<file path="config.mk">
export PLATFORM = sky130hd
export DESIGN_NAME = lights_scheduler
export DESIGN_NICKNAME = d
export VERILOG_FILES = /design/src/rtl/lights_pkg.sv /design/src/rtl/lights_scheduler_tick_prescaler.sv /design/src/rtl/lights_scheduler.sv
export SDC_FILE = /design/constraint.sdc
export NUM_CORES = 1
export LEC_CHECK = 0
export ABC_AREA = 1
export BUFFER_PORTS_ARGS = -buffer_cell sky130_fd_sc_hd__buf_2
export CORE_ASPECT_RATIO = 1.25
export CORE_MARGIN = 1
export CORE_UTILIZATION = 40
export CTS_CLUSTER_DIAMETER = 60
export DETAILED_ROUTE_END_ITERATION = 10
export SLEW_MARGIN = 20
export SYNTH_ARGS = -nofsm -noshare
export SYNTH_HDL_FRONTEND = slang
export SYNTH_SLANG_ARGS = --single-unit
</file>
<file path="constraint.sdc">
create_clock -name clk -period 2.3 [get_ports clk]
set_clock_uncertainty 0.1 [all_clocks]
set_input_delay 0 -clock clk [delete_from_list [all_inputs] [get_ports clk]]
set_output_delay 0 -clock clk [all_outputs]
set_load 0.05 [all_outputs]
</file>
<file path="src/rtl/lights_pkg.sv">
// Shared definitions for the traffic-phase scheduler: light select codes,
// FSM state encoding and the round-robin direction search.
package lights_pkg;

  localparam logic [1:0] SEL_RED    = 2'd0;
  localparam logic [1:0] SEL_GREEN  = 2'd1;
  localparam logic [1:0] SEL_YELLOW = 2'd2;
  localparam logic [1:0] SEL_OFF    = 2'd3;

  typedef enum logic [1:0] {
    ALLRED = 2'd0,
    GREEN  = 2'd1,
    YELLOW = 2'd2,
    FLASH  = 2'd3
  } lights_state_t;

  // Next direction index modulo 3.
  function automatic logic [1:0] rr_inc(input logic [1:0] d);
    return (d == 2'd2) ? 2'd0 : d + 2'd1;
  endfunction

  // One-hot owner vector for a direction.
  function automatic logic [2:0] dir_onehot(input logic [1:0] d);
    return 3'b001 << d;
  endfunction

  // Round-robin search starting just after dir; returns dir itself when it is
  // the only (or no) pending direction.
  function automatic logic [1:0] rr_next(input logic [1:0] dir, input logic [2:0] pend);
    logic [1:0] c1;
    logic [1:0] c2;
    c1 = rr_inc(dir);
    c2 = rr_inc(c1);
    if (pend[c1])      return c1;
    else if (pend[c2]) return c2;
    else               return dir;
  endfunction

endpackage

</file>
<file path="src/rtl/lights_scheduler_tick_prescaler.sv">
// Divides the clock into timing ticks. The count restarts whenever the
// scheduler changes state so every state lasts a whole number of ticks.
module tick_prescaler #(
  parameter int TICK_DIV = 10000000
) (
  input  logic clk,
  input  logic rst,
  input  logic restart,
  output logic tick
);

  localparam int CW = $clog2(TICK_DIV);
  localparam logic [CW-1:0] LAST = CW'(TICK_DIV - 1);

  logic [CW-1:0] count;

  // Free-running 0..TICK_DIV-1 counter, zeroed on reset or state entry.
  always_ff @(posedge clk) begin
    if (rst || restart || (count == LAST)) count <= '0;
    else                                   count <= count + CW'(1);
  end

  assign tick = (count == LAST);

endmodule

</file>
<file path="src/rtl/lights_scheduler.sv">
// Round-robin traffic-phase scheduler driving the XYF light select inputs.
// Latches direction requests, serves one direction at a time through
// green/yellow/all-red, and supports a level-sensitive flash override.
module lights_scheduler
  import lights_pkg::*;
#(
  parameter int TICK_DIV  = 10000000,
  parameter int GREEN_MIN = 5,
  parameter int GREEN_MAX = 20,
  parameter int YELLOW_T  = 3,
  parameter int ALLRED_T  = 1,
  parameter int TW        = 8
) (
  input  logic       clk,
  input  logic       rst,
  input  logic [2:0] req,
  input  logic       flash,
  output logic [1:0] sel_0,
  output logic [1:0] sel_1,
  output logic [1:0] sel_2,
  output logic [2:0] grant,
  output logic [2:0] pending
);

  localparam logic [TW-1:0] G_MIN = TW'(GREEN_MIN);
  localparam logic [TW-1:0] G_MAX = TW'(GREEN_MAX);
  localparam logic [TW-1:0] Y_T   = TW'(YELLOW_T);
  localparam logic [TW-1:0] AR_T  = TW'(ALLRED_T);

  lights_state_t   state_q, state_d;
  logic [1:0]      dir_q, dir_d;
  logic [TW-1:0]   timer_q, timer_d, elapsed;
  logic [2:0]      pend_q, pend_d, pend_set, pend_clr, others;
  logic            phase_q;
  logic            tick, restart, clear_done;
  logic [2:0][1:0] sel_n;
  logic [2:0]      grant_n;

  tick_prescaler #(.TICK_DIV(TICK_DIV)) u_prescaler (
    .clk     (clk),
    .rst     (rst),
    .restart (restart),
    .tick    (tick)
  );

  // Any state change restarts both the prescaler and the tick timer.
  assign restart = (state_d != state_q);

  // Next-state, direction and tick-timer logic.
  always_comb begin
    state_d    = state_q;
    dir_d      = dir_q;
    timer_d    = timer_q;
    elapsed    = timer_q + TW'(1);
    clear_done = 1'b0;
    others     = pend_q & ~dir_onehot(dir_q);
    if (flash) begin
      state_d = FLASH;
    end else begin
      case (state_q)
        ALLRED: begin
          // Clearance counts up once and then waits for a request forever.
          if (tick && (timer_q < AR_T)) timer_d = elapsed;
          clear_done = (timer_q >= AR_T) || (tick && (elapsed >= AR_T));
          if (clear_done && (pend_q != 3'b000)) begin
            state_d = GREEN;
            dir_d   = rr_next(dir_q, pend_q);
          end
        end
        GREEN: begin
          if (tick) begin
            if ((elapsed >= G_MIN) && (others != 3'b000) &&
                (!req[dir_q] || (elapsed >= G_MAX)))
              state_d = YELLOW;
            else if (timer_q < G_MAX)
              timer_d = elapsed;
          end
        end
        YELLOW: begin
          if (tick) begin
            if (elapsed >= Y_T) state_d = ALLRED;
            else                timer_d = elapsed;
          end
        end
        FLASH: begin
          // Flash released: always give a full all-red clearance.
          state_d = ALLRED;
        end
        default: state_d = ALLRED;
      endcase
    end
    if (state_d != state_q) timer_d = '0;
  end

  // Request latch: the served direction is cleared on green entry and
  // cannot re-latch itself while it is green; clear beats set.
  always_comb begin
    pend_set = req;
    if (state_q == GREEN) pend_set = req & ~dir_onehot(dir_q);
    pend_clr = ((state_d == GREEN) && (state_q != GREEN)) ? dir_onehot(dir_d) : 3'b000;
    pend_d   = (pend_q | pend_set) & ~pend_clr;
  end

  // State, direction, timer, flash phase and request latch registers.
  always_ff @(posedge clk) begin
    if (rst) begin
      state_q <= ALLRED;
      dir_q   <= 2'd2;
      timer_q <= '0;
      phase_q <= 1'b0;
      pend_q  <= 3'b000;
    end else begin
      state_q <= state_d;
      dir_q   <= dir_d;
      timer_q <= timer_d;
      pend_q  <= pend_d;
      if (restart)                       phase_q <= 1'b0;
      else if ((state_q == FLASH) && tick) phase_q <= ~phase_q;
    end
  end

  // Output decode from the current state; registered below.
  always_comb begin
    sel_n   = '0;
    grant_n = 3'b000;
    case (state_q)
      GREEN, YELLOW: begin
        for (int i = 0; i < 3; i++) begin
          if (dir_q == 2'(i)) sel_n[i] = (state_q == GREEN) ? SEL_GREEN : SEL_YELLOW;
        end
        grant_n = dir_onehot(dir_q);
      end
      FLASH:   sel_n = {3{(phase_q ? SEL_OFF : SEL_YELLOW)}};
      default: sel_n = '0;
    endcase
  end

  // Registered light selects and grant vector.
  always_ff @(posedge clk) begin
    if (rst) begin
      sel_0 <= SEL_RED;
      sel_1 <= SEL_RED;
      sel_2 <= SEL_RED;
      grant <= 3'b000;
    end else begin
      sel_0 <= sel_n[0];
      sel_1 <= sel_n[1];
      sel_2 <= sel_n[2];
      grant <= grant_n;
    end
  end

  assign pending = pend_q;

endmodule

</file>
==> results of run 1 <==
[how the worst max path moves through the flow]
stage	start	end	slack, ps	depth (start not counted)
final	u_prescaler.count[1]	u_prescaler.count[9]	-50	17
after global routing	u_prescaler.count[1]	u_prescaler.count[4]	-230	17
after detailed placement	u_prescaler.count[0]	pending[0]	-150	16
after global placement	u_prescaler.count[0]	pending[2]	-100	16
after floorplan	timer_q[1]	u_prescaler.count[13]	110	16
after CTS	timer_q[1]	u_prescaler.count[0]	1	19
[cell families after synthesis]
family	Yosys count	synth area share (%)
compound gates	33	5.984
xor+xnor	23	6.982
fa+ha+maj	12	5.204
buf+inv	78	10.88
flops	49	34.00
simple gates	229	36.95
[report_power, final]
| part | internal (mW) | leakage (nW) | switching (mW) |
|---|---|---|---|
| Sequential | 0.862 | 0.399 | 0.00935 |
| Combinational | 0.104 | 1.15 | 0.173 |
| Clock | 0.217 | 0.0445 | 0.316 |
| Total | 1.18 | 1.59 | 0.498 |
[cell type report]
| class | instances | area share [%] |
|---|---|---|
| inverter | 72 | 6.827 |
| multi-input combinational | 297 | 48.32 |
| timing repair buffer | 70 | 14.79 |
| clock inverter | 3 | 0.5373 |
| clock buffer | 5 | 1.738 |
| tap | 90 | 2.844 |
| sequential | 49 | 24.94 |
[sequential cells by signal (all words and copies together), names as in the netlist]
| name | cells |
|---|---|
| sel_2 | 2 |
| state_q | 2 |
| dir_q | 2 |
| sel_0 | 2 |
| sel_1 | 2 |
| pending | 3 |
| phase_q | 1 |
| u_prescaler.count | 24 |
| timer_q | 8 |
| grant | 3 |
[routing by layer]
metal	vias up	part of all wire (%)	GRT usage [%]
met1	1233	44	21.17
met4	0	2.1	6.410
met5	-	0	0
li1	1456	-	-
met3	12	1.7	3.113
met2	24	53	32.81
[critical path, delay by kind of cell (launching register included)]
family,cells,cell delay [ps]
AND/OR/NAND/NOR,15,1490
flip-flops,1,370
buffers and inverters,1,210
adder cells (fa/ha/maj),1,140
[stage by stage]
step | worst slack (ps) | total power, mW
2_1_floorplan | 111.4 | 1.041
3_3_place_gp | -101.0 | 1.111
3_5_place_dp | -152.7 | 1.114
4_1_cts | 1.257 | 1.660
5_1_grt | -234.7 | 1.767
6_report | -54.86 | 1.680
[synthesized netlist by cell type (all sizes together)]
master and instances:
nand3 37, nand4 9, ha 12, o21bai 1, nor4 2, o21ai 18
dfxtp 49, and3 1, nor2 83, a211oi 2, xor2 18, buf 5
and2 1, or2 1, clkbuf 1, a21oi 12, inv 72, nor3 14
nand2 81, xnor2 5
[what timing repair did]
item                                    in CTS  in global routing
resized for setup                           20                 73
endpoints found under the setup margin      37                 37
hold endpoints to repair                    11                  0
pin swaps                                    5                 22
hold buffers                                 4                  0
gates cloned                                 0                  2
setup buffers                                3                  4
==> results by stage, run 1 <==
Timing:
- The tightest slew margin relative to the limit is 70.43%.
- The number of hold violations in the final report came to 0.
- The final worst-path setup slack is -54.86 ps.
- The worst hold slack is 13.09 ps.
- The transition time at the pin with the least slew margin is 439.5 ps.
- The achievable frequency is 424.7 MHz.
- Counting I/O delays and the setup requirement, the final critical path takes 2355 ps.
- The final-report setup violation count is 25.
- In the final timing run, aggregate negative setup slack is -906.6 ps.
- Setup repair after global routing could not meet its margin everywhere.
- Dividing the final minimum period by the clock period gives 102.4%.
- The max-slew violation total from the final report is 0.

Synthesis:
- The net count after synthesis is 442.
- Yosys printed 0 warnings.
- The cell count after synthesis came out at 424.
- In this run the mean area of a mapped cell was 6.805 sq um.
- The top cell type by area accounts for 34.00% of the synthesized area.
- The cell type contributing the most total cell area after synthesis is dfxtp_1.
- After synthesis, flip-flops and latches occupy 34.00% of the total area.
- By area the synthesized netlist is led by dfxtp_1, nand2_1, inv_1.
- The distinct cell type count after synthesis is 28.
- Counting flops and latches in the post-synthesis netlist gives 49.
- Summing every instance area after synthesis gives 2885 sq um.

Critical path:
- The internal reg-to-reg setup slack is -50 ps.
- In this run the critical register-to-register path is launched from u_prescaler.count[1].
- The worst setup path is launched from a flip-flop.
- STA puts the critical path data required time at 2460 ps.
- The worst register-to-register path has a depth of 17.
- Walking the worst path, the cells encountered are ha_4, nand2_2, nor2_2, nand3_2, nor3_4, and2_4, nand2_2, nand2_2, nand3_2, nand2_1, nand2_2, nand3_2, nand2_2, nor2_4, nand3_4, clkbuf_16, nor2_2.
- The delay contributed by the slowest stage of the critical path is 370 ps.
- For the worst setup path, the data arrival time is 2520 ps.
- Among the stages of the critical path, the cell type that occurs most often is nand2_2.
- The path type of the worst setup path is flip-flop to flip-flop.
- Among all stages on the critical path, the largest delay is contributed by dfxtp_2.
- Along the worst path, the maximum fanout reaches 6.
- In this run the critical register-to-register path is captured at u_prescaler.count[9].
- STA classifies the critical path endpoint as a flip-flop.

Worst hold path:
- The number of cells traversed by the worst hold path is 5.
- The path with the worst hold slack has its endpoint at pending[0].
- The path type of the worst min-delay path is input pin to flip-flop.
- The startpoint of the lowest-slack hold path is req[0].

Floorplanning:
- The number of placement rows is 34.
- The core region is 6977 sq um.
- The count of boundary I/O pins is 18.
- The chip width is 77.97 um.
- The initial core utilization is 41.36%.
- The die covers 7559 sq um.
- The floorplan step set the die height to 96.96 um.

Clock network:
- At the later pin of the worst-skew pair, clock insertion delay measures 310 ps.
- The clock tree from TritonCTS is done.
- The clock slew seen by the registers of the worst setup and hold paths is 100 ps.
- The number of buffers added by the clock tree synthesis step is 5.
- The number of buffers between clock root and the deepest sink is 2.
- The H-tree generated during clock tree synthesis spans 2 levels.
- The clock root buffer is clkbuf_8.
- For this design, the sink count on the clock tree is 49.

Power and ir drop:
- The standby leakage power is 1.594 nW.
- The ratio of total power to cell area is 424.5 nW/um^2.
- Across the VDD grid, the largest voltage drop is 0.0002788 V.

Detailed routing:
- Dividing the detail-routed wire length by the instance count gives 11.58 um.
- The detail route stage leaves a number of antenna-violating nets equal to 0.
- The count of TritonRoute iterations in the first routing pass is 4.
- The residual DRC count is 0.
- Across all layers, the routed design uses 2725 vias.
- Dividing the detail-routed via count by the number of cells gives 4.650.
- The detailed-route wire length is 6.783 mm.
- The first routing iteration left 102 violations.

Cells and area:
- The count of inserted antenna diode cells is 0.
- Once layout is complete, the cells apart from fillers number 586.
- After the last flow step, the layout net total stands at 513.
- The layout filler cell count is 676.
- The library cell used most frequently in the layout, excluding fill and tap cells, is inv_1.
- The design area is 3959 sq um.
- The synthesis-to-layout area growth is 37.21%.
- The sequential cells in the finished layout cover a total of 987.2 sq um.
- Cells with a size suffix above 1 make up 32.46% of the layout.
- The footprint of the multi-input gates is 1913 sq um.
- The library cells used most frequently in the layout, excluding fill and tap cells, are inv_1, nand2_1, nor2_1.
- For this run, the share of the core covered by cells in the final layout is 56.74%.

Run status:
- The final reports fail on setup timing.
- The run finished, with violations left.

Placed design:
- The congestion estimate from routability-driven global placement came to 0.8702.
- The half-perimeter wire length after detailed placement is 4.698 mm.
- The placed instances occupy a cell area of 3377 sq um.
- The count of buffers from port buffering is 17.
- In this run, placement finished with an instance count of 565.

Global routing:
- The first global-routing pass estimated 11.05 mm of wire.
- Global routing used 18.15% of the available tracks.
- The initial antenna violation count is 0.
- Entering global routing, the biggest net connects 17 pins.
- Global routing finished with a remaining overflow of 0.
- The via count of the first global-routing pass is 2556.

Job:
- The max-capacitance violation count is 0.
Power figures use the tool's default switching activity.
==> run 2, diff against run 1 <==
--- a/config.mk
+++ b/config.mk
@@ -12,6 +12,7 @@
 export CORE_UTILIZATION = 40
 export CTS_CLUSTER_DIAMETER = 60
 export DETAILED_ROUTE_END_ITERATION = 10
+export PLACE_DENSITY = 0.56
 export SLEW_MARGIN = 20
 export SYNTH_ARGS = -nofsm -noshare
 export SYNTH_HDL_FRONTEND = slang
==> run 2 against run 1 <==
Net effect:
- the run still ends with setup timing left
- wire length down 4.5%
- sequential share of layout area up 1.3 points
- sequential cell count unchanged
- critical path depth up 1
- core utilization down 2.8 points
- largest cell class unchanged
- highest routed layer unchanged
- global-route usage down 0.87 points
==> results by stage, run 2 (synthesis gave the netlist of run 1 again) <==
Clock network:
- In this run the clock root is driven by a clkbuf_8.
- The clock slew seen by the registers of the worst setup and hold paths is 100 ps (about the same).
- The number of sinks handled by clock tree synthesis is 49 (unchanged).
- TritonCTS built the clock tree.
- The number of buffers between clock root and the deepest sink is 2 (unchanged).
- The clock network latency to the later pin of the worst-skew pair is 310 ps (about the same).
- The maximum level of the CTS H-tree is 2 (unchanged).
- The number of buffers added by the clock tree synthesis step is 5 (unchanged).

Power and ir drop:
- The net switching fraction of the power is 29.22% (-0.43 points).
- The standby leakage power came to 1.566 nW (-1.7%).
- The power spent charging and discharging nets is 0.4835 mW (-3.0%).
- The share of total power in combinational logic is 15.2% (-1.2 points).
- The clock power share came to 32.1% (+0.4 points).
- The internal power is 1.171 mW (-0.91%).
- The ratio of total power to cell area came to 439.7 nW/um^2 (+3.6%).
- The sequential cell fraction of total power is 52.7% (+0.8 points).
- The highest ir drop seen on vdd is 0.0001984 V (-29%).

Cells and area:
- The count of inserted antenna diode cells was 0 (unchanged).
- The layout filler cell count is 718 (+6.2%).
- In the layout the commonest cells are inv_1, nand2_1, nor2_1.
- The footprint of the multi-input gates was 1787 sq um (-6.6%).
- The largest registers in the layout are u_prescaler.count x24, timer_q x8.
- The flip-flop and latch area is 988.4 sq um (+0.13%).
- The number of flip-flops under the largest register name is 24 (unchanged).
- The synthesis-to-layout area growth is 30.44%.
- Leaving out fill and tap cells, the most frequent cell in the layout is inv_1.
- u_prescaler.count holds more flip-flops than any other register.
- The share of post-route cells with drive strength above 1 is 27.96% (-4.5 points).
- The final-stage net count was 507 (-1.2%).
- The share of the core filled with cells in the final layout is 53.95% (-2.8 points).

Placed design:
- The routability-driven placement congestion ratio is 0.8920 (+2.5%).
- The count of buffers from port buffering is 17 (unchanged).
- The half-perimeter wire length after detailed placement was 4.647 mm (-1.1%).

Critical path:
- The worst setup path is of the flip-flop to flip-flop kind.
- The type of element launching the critical path is a flip-flop.
- The maximum fanout encountered on the critical timing path was 6 (unchanged).
- The signal arrival time at the worst endpoint is 2530 ps (about the same).
- The data required time at the worst endpoint was 2450 ps (about the same).
- The category of the worst setup path capture point is a flip-flop.

Global routing:
- The via count of the first global-routing pass is 2444 (-4.4%).
- The global-route usage over all layers came to 17.28% (-0.87 points).
- The initial antenna violation count is 0 (unchanged).
- The global-route wire length before repair is 10.54 mm (-4.7%).
- The total grt overflow was 0 (unchanged).
- The pin count of the biggest net entering global routing came to 17 (unchanged).

Detailed routing:
- The total vias in the final route is 2719 (-0.22%).
- The detailed-route wire length is 6.480 mm (-4.5%).
- The starting DRC count in detailed routing is 121 (+19%).
- The routed wire length per instance is 11.17 um (-3.5%).
- The number of antenna-violating nets in the routed design is 0 (unchanged).
- The via-per-instance ratio is 4.688 (+0.81%).
- The count of TritonRoute iterations in the first routing pass was 4 (unchanged).
- The residual DRC count was 0 (unchanged).

Floorplanning:
- The initial core utilization is 41.36% (unchanged).
- The die area is 7559 sq um (unchanged).
- The chip width is 77.97 um (unchanged).
- The die height came to 96.96 um (unchanged).
- The number of placement rows is 34 (unchanged).
- The count of boundary I/O pins is 18 (unchanged).
- The floorplan core area came to 6977 sq um (unchanged).

Timing:
- The worst hold slack was 321.8 ps (+308.7 ps).
- The final clock period utilization by the worst path came to 103.3% (+0.92 points).
- The final worst-path setup slack is -75.95 ps (-21.09 ps).
- The tightest slew margin relative to the limit is 70.64% (+0.21 points).
- The final critical-path required period came to 2376 ps (+21.09 ps).
- The final-report setup violation count is 26 (+4.0%).
- The max-slew violation total from the final report is 0 (unchanged).
- The transition time at the pin with the least slew margin is 436.4 ps (-3.055 ps).
- The achievable frequency was 420.9 MHz (-0.89%).
- The number of hold violations in the final report is 0 (unchanged).
- Setup repair after global routing could not meet its margin everywhere.
- The setup TNS is -1428 ps (-521.4 ps).

Job:
- The max-capacitance violation count is 0 (unchanged).

Run status:
- The run finished, with violations left.
- The final reports fail on setup timing.

Worst hold path:
- The min-delay analysis places its worst path in the category input pin to flip-flop.
-- run 2: power groups by stage --
stage | Combinational [mW] | Clock (mW) | Sequential [mW]
after floorplan | 0.121 | 0 | 0.920
after global placement | 0.215 | 0 | 0.890
after detailed placement | 0.215 | 0 | 0.890
after CTS | 0.223 | 0.550 | 0.871
after global routing | 0.274 | 0.585 | 0.874
final | 0.251 | 0.531 | 0.872
-- run 2: area by class of cell --
class                   instances  share of cell area, %
repair buffers                 64                  13.66
well taps                      90                  2.992
multi-input cells             297                  47.47
clock inverters                 3                 0.5984
inverters                      72                  7.181
clock buffers                   5                  1.828
flip-flops and latches         49                  26.26
-- run 2: what timing repair did --
item / in CTS / in global routing
setup endpoints to repair: 36 / 38
resized for setup: 9 / 47
hold endpoints to repair: 13 / 0
buffers inserted: 0 / 4
gates cloned: 0 / 2
hold buffers: 5 / 0
pin swaps: 0 / 16
-- run 2: critical path: stages (launching register included) --
cell and delay (ps):
dfxtp_2 350, buf_6 120, nand2_4 50, nor2_4 170, nand2_2 70, nand2_1 70, nand2_2 70, nor2_4 180
nand3_2 110, nand2_2 90, a21oi_1 70, nand2_1 80, nand2_2 80, nand3_2 70, nand2_2 60, nor2_4 140
nand3_4 150, clkbuf_16 200, nor2_2 70
-- run 2: per-layer routing --
layer  up-vias  GRT usage, %  share of wire [%]
met3         7         3.113                2.7
li1       1443             -                  -
met5         -             0                  0
met1      1230         20.34                 44
met4         0         6.125                1.3
met2        39         30.91                 52
-- run 2: metrics by stage --
| stage | cells | total power [mW] | cell area (sq um) | worst slack, ps |
|---|---|---|---|---|
| 6_report | 580 | 1.655 | 3764 | -75.95 |
| 5_1_grt | 580 | 1.733 | 3764 | -233.1 |
| 4_1_cts | 574 | 1.644 | 3502 | -14.21 |
| 3_5_place_dp | 561 | 1.105 | 3334 | -25.54 |
| 3_3_place_gp | 561 | 1.105 | 3334 | -15.20 |
| 2_1_floorplan | 424 | 1.041 | 2885 | 111.4 |
-- run 2: path summary, 6_finish.rpt --
check | startpoint | endpoint | slack, ps | cells past startpoint
max | timer_q[1] | u_prescaler.count[22] | -80 | 18
max reg2reg | timer_q[1] | u_prescaler.count[22] | -80 | 18
min | rst | state_q[0] | 320 | 3
min reg2reg | phase_q | sel_0[0] | 430 | 2
==> run 3, diff against run 2 <==
--- a/config.mk
+++ b/config.mk
@@ -12,8 +12,9 @@
 export CORE_UTILIZATION = 40
 export CTS_CLUSTER_DIAMETER = 60
 export DETAILED_ROUTE_END_ITERATION = 10
-export PLACE_DENSITY = 0.56
+export PLACE_DENSITY = 0.55
 export SLEW_MARGIN = 20
 export SYNTH_ARGS = -nofsm -noshare
 export SYNTH_HDL_FRONTEND = slang
+export SYNTH_HIERARCHICAL = 1
 export SYNTH_SLANG_ARGS = --single-unit
==> run 3 against run 2 <==
Net effect:
- the run still ends with setup timing left
- core utilization rose by 1.4 points
- final area rose by 8.1%
- die area rose by 5.2%
- synthesized cell count rose by 4.5%
- clock power rose by 3%
- global-route usage rose by 1.4 points
- critical path depth fell by 2
- sequential cell count did not move
- via count rose by 8.8%
- fmax fell by 5.1%
- power rose by 2.0%
- first-iteration DRC count fell by 25%
- largest cell class unchanged
- highest routed layer unchanged
==> results by stage, run 3 <==
Global routing:
- The pin count of the biggest net entering global routing is 25 (+8).
- The via count of the first global-routing pass is 2663 (+9.0%).
- The total grt overflow is 0 (unchanged).
- The global-route wire length before repair is 11.69 mm (+11%).
- The global-route usage over all layers is 18.66% (+1.4 points).
- The initial antenna violation count is 0 (unchanged).

Timing:
- Setup repair after global routing could not meet its margin everywhere.
- The tightest slew margin relative to the limit is 74.29% (+3.7 points).
- The final worst-path setup slack is -202.4 ps (-126.5 ps).
- The final critical-path required period is 2502 ps (+126.5 ps).
- The setup TNS is -5134 ps (-3706 ps).
- The final clock period utilization by the worst path is 108.8% (+5.5 points).
- The transition time at the pin with the least slew margin is 383.3 ps (-53.12 ps).
- The achievable frequency is 399.6 MHz (-5.1%).
- The final-report setup violation count is 37 (+42%).
- The worst hold slack was 18.16 ps (-303.6 ps).
- The number of hold violations in the final report is 0 (unchanged).
- The max-slew violation total from the final report is 0 (unchanged).

Power and ir drop:
- The share of total power in combinational logic is 15.9% (+0.7 points).
- The power spent charging and discharging nets was 0.5051 mW (+4.5%).
- The ratio of total power to cell area is 414.9 nW/um^2 (-5.6%).
- The final total power came to 1.689 mW (+2.0%).
- The internal power was 1.184 mW (+1.0%).
- The standby leakage power is 1.724 nW (+10%).
- The clock power share is 32.5% (+0.4 points).
- The sequential cell fraction of total power is 51.6% (-1.1 points).
- The highest ir drop seen on vdd came to 0.0002859 V (+44%).
- The net switching fraction of the power is 29.91% (+0.69 points).

Detailed routing:
- The detailed-route wire length came to 7.601 mm (+17%).
- The routed wire length per instance came to 12.36 um (+11%).
- The total vias in the final route is 2958 (+8.8%).
- The number of antenna-violating nets in the routed design is 0 (unchanged).
- The residual DRC count came to 0 (unchanged).
- The via-per-instance ratio came to 4.810 (+2.6%).
- The count of TritonRoute iterations in the first routing pass is 4 (unchanged).
- The starting DRC count in detailed routing came to 91 (-25%).

Clock network:
- The clock slew seen by the registers of the worst setup and hold paths is 100 ps (about the same).
- The number of buffers between clock root and the deepest sink is 2 (unchanged).
- The maximum level of the CTS H-tree came to 2 (unchanged).
- The number of buffers added by the clock tree synthesis step was 5 (unchanged).
- The clock root buffer is clkbuf_8.
- The clock tree from TritonCTS is done.
- The number of sinks handled by clock tree synthesis is 49 (unchanged).
- The clock network latency to the later pin of the worst-skew pair was 310 ps (about the same).

Floorplanning:
- The die height was 99.46 um (+2.6%).
- The initial core utilization was 41.31% (-0.046 points).
- The count of boundary I/O pins is 18 (unchanged).
- The chip width is 79.97 um (+2.6%).
- The die area is 7953 sq um (+5.2%).
- The number of placement rows is 35 (+2.9%).
- The floorplan core area is 7357 sq um (+5.5%).

Cells and area:
- The register containing the most flip-flops in the final layout is u_prescaler/count.
- The largest registers in the layout are u_prescaler/count x24, timer_q x8.
- The synthesis-to-layout area growth is 33.92%.
- Leaving out fill and tap cells, the most frequent cell in the layout is nand2_1.
- The final cell count without fillers was 615 (+6.0%).
- The number of flip-flops under the largest register name is 24 (unchanged).
- The final-stage net count is 540 (+6.5%).
- The share of post-route cells with drive strength above 1 came to 34.42% (+6.5 points).
- The count of inserted antenna diode cells is 0 (unchanged).
- The layout filler cell count came to 717 (-0.14%).
- In the layout the commonest cells are nand2_1, nor2_1, inv_1.

Synthesis:
- The async set-or-reset flop fraction in the synthesized netlist was 0% (unchanged).
- By area the synthesized netlist is led by dfxtp_1, nand2_1, nor2_1.
- The average cell area after synthesis came to 6.860 sq um (+0.82%).
- The leading cell type by number of instances after synthesis is nand2_1.
- The total of warnings raised by yosys is 6 (+6).
- The number of storage elements in the synthesis netlist is 49 (unchanged).
- The gate count of the mapped netlist is 443 (+4.5%).
- The net count after synthesis is 461 (+4.3%).
- The area fraction of the dominant cell type after synthesis is 32.28% (-1.7 points).
- The distinct cell type count after synthesis was 35 (+25%).
- The commonest cells after synthesis are nand2_1, nor2_1, inv_1.
- The largest total area in the synthesized netlist belongs to dfxtp_1.
- The sequential area share after synthesis is 32.28% (-1.7 points).
- The number of flops mapped to enable cells by yosys is 0 (unchanged).
- The area of the mapped netlist came to 3039 sq um (+5.3%).
- In the synthesized netlist the dominant register cell turns out to be dfxtp_1.

Critical path:
- The cell that appears most often on the critical path is nand2_4.
- The maximum fanout encountered on the critical timing path is 6 (unchanged).
- Walking the worst path, the cells encountered are ha_4, nand3_4, nor2_4, nand3_2, nor4_4, nand4_1, nand2_1, nand2_1, nand2_2, nand3_1, nand2_4, nand2_4, nor2_4, nand2_4, clkbuf_16, a21oi_2.
- The data required time at the worst endpoint was 2440 ps (about the same).
- The path type of the worst setup path is flip-flop to flip-flop.
- The worst setup path is captured at a flip-flop.
- The count of buffer and inverter cells on the critical path was 1 (-1).
- The signal arrival time at the worst endpoint is 2650 ps (+120 ps).
- STA classifies the critical path startpoint as a flip-flop.
- The delay contributed by the slowest stage of the critical path was 360 ps (about the same).
- The kind of cell with the highest combined delay along the critical path is simple AND/OR/NAND/NOR gates.
- The slowest stage of the critical path belongs to the cell dfxtp_2.

Run status:
- The run finished, with violations left.
- The final reports fail on setup timing.

Job:
- The max-capacitance violation count is 0 (unchanged).

Worst hold path:
- The path type of the worst min-delay path is input pin to flip-flop.

Placed design:
- The half-perimeter wire length after detailed placement is 5.411 mm (+16%).
- The routability-driven placement congestion ratio was 0.8323 (-6.7%).
- The count of buffers from port buffering is 17 (unchanged).
- The number of placed cells counting well taps is 591 (+5.3%).
## run 3: cell types whose count changed after synthesis, moves of 5 or more
cell	delta
mux2_2	+6
o21ai_0	-7
o21ai_1	-6
nor2_2	-12
inv_2	+5
nor3_1	-11
nand2_2	+8
nor2_1	+13
inv_1	-15
xor2_1	-8
a21oi_1	+12
nand2_1	+23
## run 3: cells by family (layout without fill, tap and decap cells)
family                     after synthesis  in the layout  synth area share [%]
adders and majority gates               12             12                 4.940
xor gates and xnor gates                13             13                 3.746
and+or+nand+nor                        256            257                 40.51
buffers and inverters                   68            147                 8.975
AOI/OAI and AO/OA                       39             39                 7.328
DFF                                     49             49                 32.28
muxes                                    6              6                 2.223
## run 3: power by group through the flow
| stage | registers (mW) | logic (mW) | clock network, mW |
|---|---|---|---|
| 2_1_floorplan | 0.922 | 0.118 | 0 |
| 3_5_place_dp | 0.890 | 0.208 | 0 |
| 3_3_place_gp | 0.890 | 0.207 | 0 |
| 5_1_grt | 0.873 | 0.292 | 0.606 |
| 4_1_cts | 0.870 | 0.215 | 0.570 |
| 6_report | 0.871 | 0.269 | 0.549 |
## run 3: worst reg2reg max path: stages (launching register included)
cell	delay, ps
dfxtp_2	360
ha_4	150
nand3_4	90
nor2_4	150
nand3_2	100
nor4_4	330
nand4_1	180
nand2_1	90
nand2_1	60
nand2_2	90
nand3_1	120
nand2_4	110
nand2_4	50
nor2_4	90
nand2_4	90
clkbuf_16	180
a21oi_2	90
## run 3: metrics by stage
stage | setup WS, ps | util, % | cell area [sq um]
after floorplan | -26.63 | - | 3113
after global placement | -224.6 | 49.15 | 3616
after detailed placement | -254.2 | 49.15 | 3616
after CTS | -145.0 | 51.75 | 3807
after global routing | -382.3 | 55.32 | 4070
final | -202.4 | 55.32 | 4070
## run 3: final cells by class
class | count | area, sq um | area share [%]
multi-input combinational | 327 | 2036 | 50.02
sequential | 49 | 987.2 | 24.25
timing repair buffer | 75 | 596.8 | 14.66
inverter | 64 | 240.2 | 5.902
tap | 92 | 115.1 | 2.828
clock buffer | 5 | 68.82 | 1.691
clock inverter | 3 | 26.28 | 0.6456
## run 3: what timing repair did
action / 4_1_cts / 5_1_grt
cloned: 0 / 4
endpoints found under the setup margin: 36 / 36
buffers inserted: 2 / 6
pin swaps: 8 / 14
resized for setup: 11 / 42
hold buffers: 4 / 0
endpoints found under the hold margin: 5 / 0
## run 3: per-layer routing
| metal | routed length [um] | vias to the layer above | track usage (%) |
|---|---|---|---|
| met2 | 4105 | 40 | 35.04 |
| met1 | 3223 | 1359 | 21.59 |
| li1 | - | 1548 | - |
| met4 | 123 | 0 | 5.357 |
| met3 | 149 | 11 | 2.477 |
| met5 | 0 | - | 0 |
## run 3: final timing paths
| kind | cells past startpoint | start | to | slack, ps |
|---|---|---|---|---|
| max reg2reg | 16 | u_prescaler/count[1] | u_prescaler/count[19] | -200 |
| min | 3 | flash | state_q[0] | 20 |
| max | 16 | u_prescaler/count[1] | u_prescaler/count[19] | -200 |
| min reg2reg | 2 | u_prescaler/count[20] | u_prescaler/count[20] | 400 |
